<file path="src/rtl/spectrum_pkg.sv">
// Shared spectrum constants: FFT frame geometry, sample and magnitude widths,
// and the field offsets of the real/imag components inside an FFT tdata beat.
// Used by fft_to_bram, bram_to_fft and the note detector.
package spectrum_pkg;

   localparam int unsigned LOG_N  = 12;
   localparam int unsigned N      = 2 ** LOG_N;
   localparam int unsigned CW     = 16;
   localparam int unsigned OUT_W  = 16;
   localparam int unsigned SHIFT  = 14;

   // tdata layout: {imag, real}
   localparam int unsigned RE_LSB = 0;
   localparam int unsigned IM_LSB = CW;

endpackage

</file>
<file path="src/rtl/mag_sq_pipe.sv">
// Two-stage magnitude-squared unit: squares re/im, sums, shifts right by SHIFT
// and saturates to OUT_W. A tag travels alongside the data and reads as zero
// on cycles where no valid beat is present, so its flag bits can drive strobes.
//
// Ports:
//   clk, rst_n  clock, synchronous active-low reset
//   in_valid_i  beat present on re_i/im_i/tag_i
//   re_i, im_i  signed components
//   tag_i       sideband carried with the beat
//   mag_o       saturated scaled re^2+im^2 (holds between beats)
//   tag_o       sideband two cycles later, zero when no beat
module mag_sq_pipe #(
   parameter int unsigned CW    = 16,
   parameter int unsigned OUT_W = 16,
   parameter int unsigned SHIFT = 14,
   parameter int unsigned TW    = 8
) (
   input  logic                 clk,
   input  logic                 rst_n,
   input  logic                 in_valid_i,
   input  logic signed [CW-1:0] re_i,
   input  logic signed [CW-1:0] im_i,
   input  logic [TW-1:0]        tag_i,
   output logic [OUT_W-1:0]     mag_o,
   output logic [TW-1:0]        tag_o
);

   localparam int unsigned PW = 2 * CW;
   localparam int unsigned SW = 2 * CW + 1;

   logic                 v1_q;
   logic signed [PW-1:0] re2_q;
   logic signed [PW-1:0] im2_q;
   logic [TW-1:0]        tag1_q;
   logic [OUT_W-1:0]     mag_q;
   logic [TW-1:0]        tag2_q;

   logic [SW-1:0]        sum_c;
   logic [SW-1:0]        shr_c;
   logic [OUT_W-1:0]     sat_c;

   // Squares are non-negative, so the sum is treated as unsigned with one carry bit.
   always_comb begin
      sum_c = SW'($unsigned(re2_q)) + SW'($unsigned(im2_q));
      shr_c = sum_c >> SHIFT;
      sat_c = (|shr_c[SW-1:OUT_W]) ? '1 : shr_c[OUT_W-1:0];
   end

   // Stage 1: products. Stage 2: shift/saturate result.
   always_ff @(posedge clk) begin
      if (!rst_n) begin
         v1_q   <= 1'b0;
         re2_q  <= '0;
         im2_q  <= '0;
         tag1_q <= '0;
         mag_q  <= '0;
         tag2_q <= '0;
      end else begin
         v1_q   <= in_valid_i;
         tag1_q <= in_valid_i ? tag_i : '0;
         if (in_valid_i) begin
            re2_q <= PW'(re_i) * PW'(re_i);
            im2_q <= PW'(im_i) * PW'(im_i);
         end
         tag2_q <= v1_q ? tag1_q : '0;
         if (v1_q) begin
            mag_q <= sat_c;
         end
      end
   end

   assign mag_o = mag_q;
   assign tag_o = tag2_q;

endmodule

</file>
<file path="src/rtl/fft_to_bram.sv">
// Writes the lower half of each 4096-bin FFT output frame into a double-buffered
// spectrum BRAM as saturated magnitude-squared words, checks tlast framing, and
// flips the published bank on every clean frame.
//
// Ports:
//   clk, rst_n       clock, synchronous active-low reset
//   s_tdata          FFT beat {imag, real}, two's complement
//   s_tvalid/s_tlast FFT beat valid / final beat of frame
//   s_tready         high from the second cycle after reset release onward
//   wr_addr/wr_data  BRAM write port, address = {write bank, bin}
//   wr_en            BRAM write strobe
//   rd_bank          bank holding the latest complete spectrum
//   frame_valid      a complete spectrum has been published since reset
//   frame_done       pulse when rd_bank updates
//   err_unexpected   pulse: tlast before the final bin
//   err_missing      pulse: final bin without tlast
module fft_to_bram #(
   parameter int unsigned LOG_N = spectrum_pkg::LOG_N,
   parameter int unsigned CW    = spectrum_pkg::CW,
   parameter int unsigned OUT_W = spectrum_pkg::OUT_W,
   parameter int unsigned SHIFT = spectrum_pkg::SHIFT
) (
   input  logic               clk,
   input  logic               rst_n,
   input  logic [2*CW-1:0]    s_tdata,
   input  logic               s_tvalid,
   input  logic               s_tlast,
   output logic               s_tready,
   output logic [LOG_N-1:0]   wr_addr,
   output logic [OUT_W-1:0]   wr_data,
   output logic               wr_en,
   output logic               rd_bank,
   output logic               frame_valid,
   output logic               frame_done,
   output logic               err_unexpected,
   output logic               err_missing
);

   import spectrum_pkg::*;

   // Sideband carried through the magnitude pipe alongside each beat.
   typedef struct packed {
      logic             keep;
      logic             done;
      logic             err_u;
      logic             err_m;
      logic             bank;
      logic [LOG_N-2:0] bin;
   } tag_t;

   localparam int unsigned TW = $bits(tag_t);

   logic                 rst_seen_q;
   logic                 ready_q;
   logic [LOG_N-1:0]     cnt_q, cnt_d;
   logic                 bank_q, bank_d;
   logic                 s0_valid_q;
   logic signed [CW-1:0] s0_re_q;
   logic signed [CW-1:0] s0_im_q;
   tag_t                 s0_tag_q, tag_d;
   logic                 s1_done_q;
   logic                 s1_bank_q;
   logic                 rd_bank_q;
   logic                 frame_valid_q;

   logic                 accept_c;
   logic                 last_bin_c;
   tag_t                 out_tag;

   // Bin counter, framing classification and front-end write bank. The bank
   // flips at the accept of a clean final beat, so the next frame's beats
   // already carry the new bank while the old frame drains.
   always_comb begin
      accept_c   = s_tvalid & ready_q;
      last_bin_c = &cnt_q;
      cnt_d      = cnt_q;
      bank_d     = bank_q;
      tag_d      = s0_tag_q;
      if (accept_c) begin
         cnt_d       = (s_tlast | last_bin_c) ? '0 : cnt_q + LOG_N'(1);
         bank_d      = (s_tlast & last_bin_c) ? ~bank_q : bank_q;
         tag_d.keep  = ~cnt_q[LOG_N-1];
         tag_d.done  = s_tlast & last_bin_c;
         tag_d.err_u = s_tlast & ~last_bin_c;
         tag_d.err_m = ~s_tlast & last_bin_c;
         tag_d.bank  = bank_q;
         tag_d.bin   = cnt_q[LOG_N-2:0];
      end
   end

   // Stage 0 capture, ready generation and publish bookkeeping.
   always_ff @(posedge clk) begin
      if (!rst_n) begin
         rst_seen_q    <= 1'b0;
         ready_q       <= 1'b0;
         cnt_q         <= '0;
         bank_q        <= 1'b0;
         s0_valid_q    <= 1'b0;
         s0_re_q       <= '0;
         s0_im_q       <= '0;
         s0_tag_q      <= '0;
         s1_done_q     <= 1'b0;
         s1_bank_q     <= 1'b0;
         rd_bank_q     <= 1'b1;
         frame_valid_q <= 1'b0;
      end else begin
         rst_seen_q <= 1'b1;
         ready_q    <= rst_seen_q;
         cnt_q      <= cnt_d;
         bank_q     <= bank_d;
         s0_valid_q <= accept_c;
         s0_tag_q   <= tag_d;
         if (accept_c) begin
            s0_re_q <= s_tdata[RE_LSB +: CW];
            s0_im_q <= s_tdata[IM_LSB +: CW];
         end
         // Shadow of the pipe's stage 1 so the bank flips on the frame_done edge.
         s1_done_q <= s0_valid_q & s0_tag_q.done;
         s1_bank_q <= s0_tag_q.bank;
         if (s1_done_q) begin
            rd_bank_q     <= s1_bank_q;
            frame_valid_q <= 1'b1;
         end
      end
   end

   mag_sq_pipe #(
      .CW    (CW),
      .OUT_W (OUT_W),
      .SHIFT (SHIFT),
      .TW    (TW)
   ) u_mag (
      .clk        (clk),
      .rst_n      (rst_n),
      .in_valid_i (s0_valid_q),
      .re_i       (s0_re_q),
      .im_i       (s0_im_q),
      .tag_i      (s0_tag_q),
      .mag_o      (wr_data),
      .tag_o      (out_tag)
   );

   assign s_tready       = ready_q;
   assign wr_en          = out_tag.keep;
   assign wr_addr        = {out_tag.bank, out_tag.bin};
   assign frame_done     = out_tag.done;
   assign err_unexpected = out_tag.err_u;
   assign err_missing    = out_tag.err_m;
   assign rd_bank        = rd_bank_q;
   assign frame_valid    = frame_valid_q;

endmodule
</file>
<file path="config.mk">
export PLATFORM = sky130hd
export DESIGN_NAME = fft_to_bram
export DESIGN_NICKNAME = d
export VERILOG_FILES = /design/src/rtl/spectrum_pkg.sv /design/src/rtl/mag_sq_pipe.sv /design/src/rtl/fft_to_bram.sv
export SDC_FILE = /design/constraint.sdc
export NUM_CORES = 2
export LEC_CHECK = 0
export CAP_MARGIN = 20
export CORE_UTILIZATION = 60
export DETAILED_ROUTE_END_ITERATION = 12
export PLACE_DENSITY = 0.9
export SLEW_MARGIN = 20
export SYNTH_ARGS = -nofsm -noshare
export SYNTH_HDL_FRONTEND = slang
export SYNTH_SLANG_ARGS = --single-unit
</file>
<file path="constraint.sdc">
create_clock -name clk -period 17.7 [get_ports clk]
set_input_delay 3.54 -clock clk [delete_from_list [all_inputs] [get_ports clk]]
set_output_delay 3.54 -clock clk [all_outputs]
set_load 0.02 [all_outputs]
</file>
==> results.md <==
- Setup crit start kind: flip-flop
- Combinational share of power: between 10% and 20%
- Switching Fraction: a little under a third
- TritonCTS clock tree: built
- Worst-Margin Slew: approximately 1.0 ns
- Slowest CP cell: fa_1
- Final Cycle Share: around two fifths
- Commonest non-fill, non-tap cell in the layout: inv_1
- Crit-path max cell delay: between 0.7 and 0.8 ns
- Port Buffer Count: 70
- Clk pin slew, worst setup/hold paths: around 0.08 ns
- I/O pin count: around 70
- Net Sw Power: between 0.0003 and 0.0004 W
- GRT overflow: 0
- Clk pwr share: a little over two fifths
- Max Fclk: 0.136 GHz
- CTS HTree Levels: 4
- Overall routing resource usage: ~28%
- Cts hold-fix bufs: 0
- Setup_tns: 0 ns
- CTS buffer count: 17
- Worst hold slack: roughly 0.44 ns
- Final net count: between 3000 and 4000
- Sequential share of power: 43.1%
- N_diodes: 0
- Synth top area cells: fa_1, dfxtp_1, ha_1
- HPWL after DPL: about 45000 um
- Maxcap violations: 0
- Cell Area, Synth: between 20000 and 30000 sq um
- Max IR drop VDD: between 0.06 and 0.07 mV
- DRT antenna net count: 0
- Post-synth ARST share: 0%
- Deepest clock path buffer count: 2
- RSZ-0062 raised after global routing: false
- Slew margin rel.: between 30% and 40%
- Layout Area Growth over Synthesis: 6.65%
- Post-CTS sizing: 0
- Sequential area share after synthesis: between 10% and 20%
- Dominant cell type by area after synthesis: fa_1
- PwrDens: between 30 and 40 nW/um^2
- Worst Path Arrival: ~7.7 ns
- CP dominant cell by count: fa_1
- Std cell rows: 74
- CTS Sinks: about 180
- Crit Path Max Fanout: 18
- FILL cells: roughly 3000
- Via Count: approximately 19000
- Post-synth EDFFs: 0
- Top FF cell, synth: dfxtp_1
- Die area: 43000 sq um
- Leak: approximately 14 nW
- Core footprint: 41200 sq um
- Status: completed
- Synth cell types: between 70 and 80
- Routed wire length: approximately 58000 um
- Most frequent cells in the layout: inv_1, fa_1, nand2_1
- # Post-CTS Setup Buffers: 0
- Worst EP required: 18.03 ns
- Vias in the first global route: 20700
- Initial core utilization: between 60% and 70%
- CTS root buf: clkbuf_16
- Synth Instances: between 2000 and 3000
- Final setup vio count: 0
- Vias per cell: about 5.7
- Initial DRC count: between 1500 and 2000
- Clk Latency, worst-skew pair: about 0.46 ns
- GPL Wtd Cong: just over 0.9
- Chip height: around 210 um
- Synth Net Count: roughly 3500
- Routed len/inst: 17.6 um
- Largest net degree at the start of global routing: about 100
- Tmin final: around 7.4 ns
- Worst Path Buf+Inv: 3
- Multi-input gate area: 19000 sq um
- Initial antenna violation count: 0
- Internal cell power: approximately 0.00067 W
- Final Hold Fails: 0
- CP delay by family, top: adder cells
- Synth Warn #: 0
- Critical setup path kind: reg -> reg
- CP cell instances: inv_1 -> nor2_1 -> fa_1 -> fa_1 -> inv_1 -> fa_1 -> fa_1 -> fa_1 -> fa_1 -> inv_1 -> ha_1 -> a21o_1 -> a21o_1 -> a21o_1 -> a21o_1 -> a2111oi_0 -> o21ai_0 -> a22oi_1 -> o21ai_0
- Final Max Tran Viols: 0
- Syn_area_per_cell: a little over 9 sq um
- Setup crit end kind: flip-flop
- Share of the synthesized area in the top cell type: a little under two fifths
- Flops & latches, synth: between 150 and 200
- Hold/Removal Path Class: reg -> reg
- First-pass GRT wire length: approximately 98000 um
- Share of layout cells above drive strength 1: about 2.8%
- Clk_skew: roughly 0.011 ns
- Detailed-route DRC error count: 0
- 1st-pass router iterations: 6
- Register area: roughly 3500 sq um
- Die width: 207 um
## state kept, by name, indices dropped and copies added, names as in the netlist
name / count
u_mag.im2_q: 30
u_mag.re2_q: 30
s0_tag_q: 16
s_tready: 1
u_mag.tag1_q: 16
s0_im_q: 16
cnt_q: 12
rd_bank: 1
rst_seen_q: 1
s0_re_q: 16
bank_q: 1
s0_valid_q: 1
u_mag.v1_q: 1
s1_bank_q: 1
s1_done_q: 1
u_mag.mag_o: 16
u_mag.tag_o: 16
frame_valid: 1
## kinds of logic after synthesis
group                    Yosys count  synth area share (%)
XOR/XNOR                          97                  3.35
multiplexers                      35                  1.40
buffers and inverters            741                  11.0
AO/OA/AOI/OAI                    351                  9.84
adder cells (fa/ha/maj)          678                  47.4
AND/OR/NAND/NOR                  691                  13.0
flip-flops                       177                  14.0
## final timing paths
path | startpoint | to | slack [ns] | cells past startpoint
worst max-delay path | s0_re_q[15] | u_mag.re2_q[30] | 10.33 | 19
worst min-delay path | rst_seen_q | s_tready | 0.44 | 1
worst max register to register | s0_re_q[15] | u_mag.re2_q[30] | 10.33 | 19
worst min register to register | rst_seen_q | s_tready | 0.44 | 1
## per-layer routing
layer | track usage (%) | vias up | routed length (um)
met5 | 0 | - | 0
met4 | 13.5 | 0 | 2560
met3 | 3.46 | 183 | 3670
met2 | 49.5 | 738 | 29800
met1 | 34.7 | 9544 | 22400
li1 | - | 8545 | -
## power by group through the flow
| stage | Clock [W] | Sequential [W] | Combinational [W] |
|---|---|---|---|
| after detailed placement | 0 | 0.000428 | 0.000140 |
| after CTS | 0.000412 | 0.000419 | 0.000142 |
| after floorplan | 0 | 0.000417 | 0.000106 |
| final | 0.000410 | 0.000420 | 0.000143 |
| after global routing | 0.000427 | 0.000420 | 0.000160 |
| after global placement | 0 | 0.000427 | 0.000133 |
## synth_stat cells, types with 6 or more instances
| library cell | instances |
|---|---|
| nor3_1 | 26 |
| a31oi_1 | 26 |
| buf_1 | 6 |
| a211oi_1 | 13 |
| o21bai_1 | 11 |
| dfxtp_1 | 177 |
| ha_1 | 210 |
| nand2b_1 | 9 |
| and3_1 | 51 |
| o21ai_1 | 6 |
| mux2i_1 | 32 |
| o211ai_1 | 10 |
| nor2b_1 | 41 |
| nor2_1 | 103 |
| a21boi_0 | 51 |
| a31o_2 | 13 |
| o21ai_0 | 55 |
| xor2_1 | 26 |
| fa_1 | 468 |
| clkbuf_1 | 88 |
| o21a_1 | 15 |
| nand3b_1 | 6 |
| nand3_1 | 34 |
| nand2_1 | 293 |
| inv_1 | 643 |
| a21oi_1 | 58 |
| or3_1 | 7 |
| and2_1 | 83 |
| a21o_1 | 39 |
| nand4_1 | 14 |
| xnor2_1 | 71 |
## area by class of cell
type,instances,share of cell area (%)
tap,532,2.46
multi-input combinational,1852,70.4
inverter,645,8.96
clock buffer,17,1.57
sequential,177,13.1
clock inverter,15,0.746
timing repair buffer,77,2.78
## per-stage QoR
stage | setup slack, ns | instance area [sq um] | util [%] | instances | total power (W)
6_report | 10.33 | 27000 | 65.6 | 3315 | 0.000973
3_5_place_dp | 10.53 | 26400 | 64.0 | 3283 | 0.000568
3_3_place_gp | 10.84 | 26400 | 64.0 | 3283 | 0.000561
5_1_grt | 10.05 | 27000 | 65.6 | 3315 | 0.00101
4_1_cts | 10.40 | 27000 | 65.6 | 3315 | 0.000973
2_1_floorplan | 11.67 | 25300 | - | 2770 | 0.000523
Note: power is estimated with default switching activity, not from simulation.
